===== src/rtl/booth_mult_arbiter.sv =====
`timescale 1ns/1ps
`default_nettype none
// ============================================================================
// Module   : booth_mult_arbiter
// Brief    : Round-robin sequencer sharing one free-running booth_mult among
//            NREQ requesters; optional wait-phase timeout (BOOTH_ARB_TIMEOUT_EN).
// Revision : 1.0
// ============================================================================
module booth_mult_arbiter #(
    parameter int WIDTH   = 8,
    parameter int NREQ    = 4,
    parameter int TIMEOUT = 64
) (
    input  logic                    clk,
    input  logic                    rst_n,
    input  logic [NREQ-1:0]         req,
    input  logic [NREQ*WIDTH-1:0]   req_a,
    input  logic [NREQ*WIDTH-1:0]   req_b,
    output logic [NREQ-1:0]         gnt,
    output logic [NREQ-1:0]         rsp_valid,
    output logic [2*WIDTH-1:0]      rsp_data,
    output logic                    rsp_err,
    output logic                    busy,
    output logic [WIDTH-1:0]        mult_a,
    output logic [WIDTH-1:0]        mult_b,
    input  logic                    mult_done,
    input  logic [2*WIDTH-1:0]      mult_m
);

    localparam int c_ptr_w = (NREQ > 1) ? $clog2(NREQ) : 1;

    if (NREQ < 2 || NREQ > 8 || TIMEOUT < 1) begin : g_bad_cfg
        $error("booth_mult_arbiter: unsupported NREQ/TIMEOUT");
    end

    typedef enum logic [1:0] {
        IDLE  = 2'd0,
        WAIT1 = 2'd1,
        WAIT2 = 2'd2,
        RESP  = 2'd3
    } state_t;

    state_t               r_state;
    state_t               w_state_nx;
    logic [c_ptr_w-1:0]   r_ptr;
    logic [c_ptr_w-1:0]   w_cand;
    logic [c_ptr_w-1:0]   w_win_idx;
    logic                 w_win_found;
    logic                 w_grant;
    logic                 w_capture;
    logic                 w_timeout;
    logic                 w_tmo_hit;

    // Round-robin search starting one past the last served requester.
    always_comb begin
        w_cand      = '0;
        w_win_idx   = '0;
        w_win_found = 1'b0;
        for (int k = 1; k <= NREQ; k++) begin
            w_cand = c_ptr_w'((32'(r_ptr) + k) % NREQ);
            if (!w_win_found && req[w_cand]) begin
                w_win_found = 1'b1;
                w_win_idx   = w_cand;
            end
        end
    end

`ifdef BOOTH_ARB_TIMEOUT_EN
    localparam int c_tmo_w = $clog2(TIMEOUT + 1);
    logic [c_tmo_w-1:0] r_tmo_cnt;

    assign w_tmo_hit = (r_tmo_cnt == c_tmo_w'(TIMEOUT));

    // Restarts on entry to each wait phase.
    always_ff @(posedge clk or negedge rst_n) begin
        if (!rst_n) begin
            r_tmo_cnt <= '0;
        end else if (w_grant || (r_state == WAIT1 && mult_done)) begin
            r_tmo_cnt <= '0;
        end else if (r_state == WAIT1 || r_state == WAIT2) begin
            r_tmo_cnt <= r_tmo_cnt + 1'b1;
        end
    end

    always_ff @(posedge clk or negedge rst_n) begin
        if (!rst_n) begin
            rsp_err <= 1'b0;
        end else if (w_timeout) begin
            rsp_err <= 1'b1;
        end else if (w_capture || r_state == RESP) begin
            rsp_err <= 1'b0;
        end
    end
`else
    assign w_tmo_hit = 1'b0;
    assign rsp_err   = 1'b0;
`endif

    always_ff @(posedge clk or negedge rst_n) begin
        if (!rst_n) begin
            r_state <= IDLE;
        end else begin
            r_state <= w_state_nx;
        end
    end

    // The first done after grant may reflect operands sampled before the
    // grant edge, so WAIT1 discards it and WAIT2 takes the next one.
    always_comb begin
        w_state_nx = r_state;
        w_grant    = 1'b0;
        w_capture  = 1'b0;
        w_timeout  = 1'b0;
        case (r_state)
            IDLE: begin
                if (w_win_found) begin
                    w_grant    = 1'b1;
                    w_state_nx = WAIT1;
                end
            end
            WAIT1: begin
                if (mult_done) begin
                    w_state_nx = WAIT2;
                end else if (w_tmo_hit) begin
                    w_timeout  = 1'b1;
                    w_state_nx = RESP;
                end
            end
            WAIT2: begin
                if (mult_done) begin
                    w_capture  = 1'b1;
                    w_state_nx = RESP;
                end else if (w_tmo_hit) begin
                    w_timeout  = 1'b1;
                    w_state_nx = RESP;
                end
            end
            RESP: begin
                w_state_nx = IDLE;
            end
            default: begin
                w_state_nx = IDLE;
            end
        endcase
    end

    always_ff @(posedge clk or negedge rst_n) begin
        if (!rst_n) begin
            gnt       <= '0;
            rsp_valid <= '0;
            rsp_data  <= '0;
            mult_a    <= '0;
            mult_b    <= '0;
            r_ptr     <= c_ptr_w'(NREQ - 1);
        end else begin
            if (w_grant) begin
                gnt    <= NREQ'(1) << w_win_idx;
                mult_a <= req_a[int'(w_win_idx)*WIDTH +: WIDTH];
                mult_b <= req_b[int'(w_win_idx)*WIDTH +: WIDTH];
                r_ptr  <= w_win_idx;
            end
            if (w_capture) begin
                rsp_data  <= mult_m;
                rsp_valid <= gnt;
            end
            if (w_timeout) begin
                rsp_data  <= '0;
                rsp_valid <= gnt;
            end
            if (r_state == RESP) begin
                rsp_valid <= '0;
                gnt       <= '0;
            end
        end
    end

    assign busy = (r_state != IDLE);

endmodule
`default_nettype wire


===== config.mk =====
export PLATFORM = sky130hd
export DESIGN_NAME = booth_mult_arbiter
export DESIGN_NICKNAME = d
export VERILOG_FILES = /design/src/rtl/booth_mult_arbiter.sv
export SDC_FILE = /design/constraint.sdc
export NUM_CORES = 1
export LEC_CHECK = 0
export ABC_AREA = 1
export CAP_MARGIN = 20
export CORE_ASPECT_RATIO = 0.75
export CORE_UTILIZATION = 43
export CTS_BUF_LIST = sky130_fd_sc_hd__clkbuf_4 sky130_fd_sc_hd__clkbuf_8
export DETAILED_ROUTE_END_ITERATION = 10
export PLACE_DENSITY = 0.87
export RECOVER_POWER = 50
export SYNTH_ARGS = -nofsm -noshare
export SYNTH_HDL_FRONTEND = slang
export SYNTH_SLANG_ARGS = --single-unit

===== constraint.sdc =====
create_clock -name clk -period 2 [get_ports clk]
set_input_delay 0.6 -clock clk [delete_from_list [all_inputs] [get_ports clk]]
set_output_delay 0.6 -clock clk [all_outputs]
set_load 0.03 [all_outputs]

==> metrics.txt <==
# TYPE chip_impl_metric gauge
chip_impl_metric{name="cp_max_fo",unit=""} 8
chip_impl_metric{name="cellPowerDensity",unit="nW/µm²"} 2230
chip_impl_metric{name="synth_warnings",unit=""} 0
chip_impl_metric{name="postPlaceCellArea",unit="µm²"} 4140
chip_impl_metric{name="synthArstFlopShare",unit=""} 1.00
chip_impl_metric{name="timing.final.setup_violations",unit=""} 20
chip_impl_metric{name="detail_route.wl_per_cell",unit="µm"} 16.2
chip_impl_info{name="worst_hold_class",value="input port to async pin"} 1
chip_impl_metric{name="grt_start_max_net_pins",unit=""} 27
chip_impl_metric{name="reg2reg_setup_slack",unit="ns"} -0.17
chip_impl_metric{name="placed_cells",unit=""} 605
chip_impl_metric{name="global_route_wire_length_before_repair",unit="mm"} 14.7
chip_impl_metric{name="ctsHoldBuffers",unit=""} 0
chip_impl_info{name="cp-start-kind",value="flip-flop"} 1
chip_impl_metric{name="dp_slack",unit="ns"} -0.455
chip_impl_metric{name="finalWorstPathRequiredPeriod",unit="ns"} 2.17
chip_impl_metric{name="netlist.area_leader.share",unit=""} 0.386
chip_impl_metric{name="rr_worst_depth",unit=""} 17
chip_impl_metric{name="synth_cell_types",unit=""} 27
chip_impl_metric{name="design.core.area",unit="µm²"} 5950
chip_impl_info{name="r2r_end",value="mult_b[7]"} 1
chip_impl_info{name="synth_most_common_cell",value="sky130_fd_sc_hd__nand2_1"} 1
chip_impl_metric{name="vias",unit=""} 3363
chip_impl_metric{name="ys_seq_area_frac",unit=""} 0.405
chip_impl_metric{name="dp_hpwl",unit="mm"} 6.23
chip_impl_metric{name="grt_pass1_vias",unit=""} 3233
chip_impl_metric{name="grt_overflow",unit=""} 0
chip_impl_metric{name="cts.htree.levels",unit=""} 2
chip_impl_metric{name="synth_area_per_cell",unit="µm²"} 6.76
chip_impl_metric{name="detail_route.vias_per_cell",unit=""} 5.33
chip_impl_metric{name="worstPathRequired",unit="ns"} 2.20
chip_impl_metric{name="die_height",unit="µm"} 70.9
chip_impl_info{name="setup_repair_after_global_routing_missed_its_margin",value="true"} 1
chip_impl_metric{name="synth-seq-cells",unit=""} 44
chip_impl_metric{name="clock_sinks",unit=""} 44
chip_impl_info{name="cts_root_buffer",value="sky130_fd_sc_hd__clkbuf_8"} 1
chip_impl_metric{name="drt_first_iter_violations",unit=""} 199
chip_impl_metric{name="place_congestion",unit=""} 0.870
chip_impl_metric{name="nNetsFinal",unit=""} 643
chip_impl_metric{name="synth_enable_flop_cells",unit=""} 0
chip_impl_metric{name="synth_nets",unit=""} 494
chip_impl_metric{name="die-width",unit="µm"} 93.9
chip_impl_info{name="ys.flop_type",value="sky130_fd_sc_hd__dfrtp_1"} 1
chip_impl_metric{name="layout_worst_path_cycle_share",unit=""} 1.08
chip_impl_metric{name="gr-usage-all-layers",unit=""} 0.285
chip_impl_metric{name="fin_area",unit="µm²"} 4690
chip_impl_metric{name="die_area",unit="µm²"} 6660
chip_impl_metric{name="maxCapViolations",unit=""} 0
chip_impl_metric{name="io_buffers",unit=""} 127
chip_impl_metric{name="synth_area",unit="µm²"} 2720
chip_impl_info{name="tritoncts",value="built"} 1
chip_impl_metric{name="smallest_setup_slack_after_layout",unit="ns"} -0.168
chip_impl_metric{name="layout-area-overhead-vs-synth",unit="%"} 72.3
chip_impl_metric{name="slew_headroom",unit=""} 0.321
chip_impl_metric{name="post_route_cells_drive_above_1_share",unit=""} 0.183
chip_impl_metric{name="cts-buffers-inserted",unit=""} 5
chip_impl_metric{name="clkTransAtPathRegs",unit="ns"} 0.09
chip_impl_info{name="synth_top_cells_by_count",value="sky130_fd_sc_hd__nand2_1, sky130_fd_sc_hd__dfrtp_1, sky130_fd_sc_hd__nand3_1"} 1
chip_impl_metric{name="max_clock_freq",unit="MHz"} 461
chip_impl_info{name="post-synth-top-area-cell",value="sky130_fd_sc_hd__dfrtp_1"} 1
chip_impl_metric{name="number_of_instances_in_the_synthesized_netlist",unit=""} 403
chip_impl_info{name="result_of_the_run",value="finished with violations"} 1
chip_impl_metric{name="floorplan.initialDensity",unit=""} 0.458
chip_impl_metric{name="num_rows",unit=""} 24
chip_impl_metric{name="fillers",unit=""} 418
chip_impl_metric{name="antennaDiodeCount",unit=""} 0
chip_impl_info{name="timing.rr.start",value="r_ptr[0]"} 1
chip_impl_info{name="critPathCaptureType",value="flip-flop"} 1
chip_impl_metric{name="timing.clock.skew",unit="ns"} 0.00893
chip_impl_info{name="failed_checks",value="negative setup slack"} 1
chip_impl_metric{name="static-leakage-power",unit="nW"} 2.45
chip_impl_info{name="worstSetupPathType",value="flip-flop to flip-flop"} 1
chip_impl_metric{name="stdcell_count",unit=""} 631
chip_impl_metric{name="antenna_found_initial",unit=""} 0
chip_impl_metric{name="slew_violations",unit=""} 0
chip_impl_metric{name="vdd.ir_drop.worst",unit="µV"} 1230
chip_impl_metric{name="worst-slew-pin-transition",unit="ns"} 1.02
chip_impl_metric{name="ios",unit=""} 129
chip_impl_metric{name="clock_latency",unit="ns"} 0.30
chip_impl_metric{name="critPathArrivalTime",unit="ns"} 2.37
chip_impl_metric{name="firstDrtPassIters",unit=""} 5
chip_impl_metric{name="clock_tree.buffer_depth",unit=""} 2
chip_impl_metric{name="drt-total-wl",unit="mm"} 10.2
chip_impl_metric{name="hold_slack",unit="ns"} 0.442
chip_impl_metric{name="ant_nets",unit=""} 0
chip_impl_info{name="yosys-top-cells-area",value="sky130_fd_sc_hd__dfrtp_1, sky130_fd_sc_hd__nand2_1, sky130_fd_sc_hd__nand3_1"} 1
chip_impl_metric{name="drc",unit=""} 0
chip_impl_metric{name="finalHoldViolations",unit=""} 0
==> through the flow <==
stage / utilization / total power, mW / setup TNS (ns)
after floorplan: - / 5.72 / 0
after global placement: 0.695 / 7.35 / -7.10
after detailed placement: 0.695 / 7.53 / -9.26
after CTS: 0.758 / 9.54 / -0.449
after global routing: 0.789 / 11.1 / -4.57
final: 0.789 / 10.5 / -1.96
==> worst max-delay path by stage <==
stage | start | to | slack, ns | cells past startpoint
after detailed placement | req[2] | mult_a[4] | -0.45 | 14
after global placement | req[1] | mult_b[7] | -0.34 | 14
after floorplan | r_ptr[0] | r_state[0] | 0.17 | 13
after CTS | r_ptr[0] | mult_a[3] | -0.04 | 17
after global routing | r_ptr[0] | mult_b[6] | -0.34 | 17
final | r_ptr[0] | mult_b[7] | -0.17 | 17
==> logic make-up after synthesis <==
family,Yosys count,synth area share
AOI/OAI and AO/OA,15,0.0308
DFF,44,0.405
buffers and inverters,40,0.0804
other,1,0.00138
and+or+nand+nor,299,0.464
adders and majority gates,4,0.0184
==> timing repair <==
item | 4_1_cts | 5_1_grt
setup endpoints to repair | 21 | 31
gates resized for setup | 19 | 45
pin swaps | 20 | 22
cloned | 6 | 2
setup buffers | 8 | 2
==> placed cells by master, fill, tap and decap left out, drive strengths merged, types with 3 or more instances in the layout <==
master,instances
dfrtp,42
inv,20
clkbuf,8
nand3,43
nor2,3
o21ai,9
ha,4
nand2,255
clkdlybuf4s50,114
o22ai,5
buf,30
dlymetal6s2s,9
==> sequential cells by signal, summed over array words and instances, names as in the netlist <==
| signal | flops |
|---|---|
| gnt | 4 |
| mult_a | 8 |
| mult_b | 8 |
| r_ptr | 2 |
| r_state | 2 |
| rsp_data | 16 |
| rsp_valid | 4 |
==> per-layer routing <==
layer  vias to the layer above  track usage  routed length [µm]
li1                       1553            -                   -
met2                       212        0.503                4990
met1                      1553        0.343                3850
met4                         0        0.101                 338
met5                         -            0                   0
met3                        45       0.0613                1050
==> worst max-delay path, cell delays in order, from the launching register on <==
cell                        delay [ns]
sky130_fd_sc_hd__dfstp_2          0.64
sky130_fd_sc_hd__inv_6            0.07
sky130_fd_sc_hd__nand2_1          0.07
sky130_fd_sc_hd__nand2_1          0.10
sky130_fd_sc_hd__nand2_2          0.11
sky130_fd_sc_hd__nand2_4          0.09
sky130_fd_sc_hd__inv_4            0.07
sky130_fd_sc_hd__nand2_2          0.05
sky130_fd_sc_hd__nand2_2          0.07
sky130_fd_sc_hd__nand2_4          0.09
sky130_fd_sc_hd__buf_12           0.16
sky130_fd_sc_hd__clkbuf_16        0.16
sky130_fd_sc_hd__nand3_1          0.07
sky130_fd_sc_hd__nand2_1          0.06
sky130_fd_sc_hd__nand2_1          0.09
sky130_fd_sc_hd__nand2_1          0.07
sky130_fd_sc_hd__nand2_1          0.06
sky130_fd_sc_hd__nand2_1          0.05
==> report_power, final <==
group,switching [mW],internal [mW]
registers,0.267,1.30
clock network,0.332,0.377
logic,4.75,3.44
==> cell type report <==
cell class              instances  area [µm²]  area share
repair buffers                158        1700       0.361
multi-input cells             323        1600       0.341
flip-flops and latches         44        1100       0.235
well taps                      78        97.6      0.0208
inverters                      20        82.6      0.0176
clock buffers                   5        68.8      0.0147
clock inverters                 3        46.3     0.00987
Note: power is estimated with default switching activity, not from simulation.
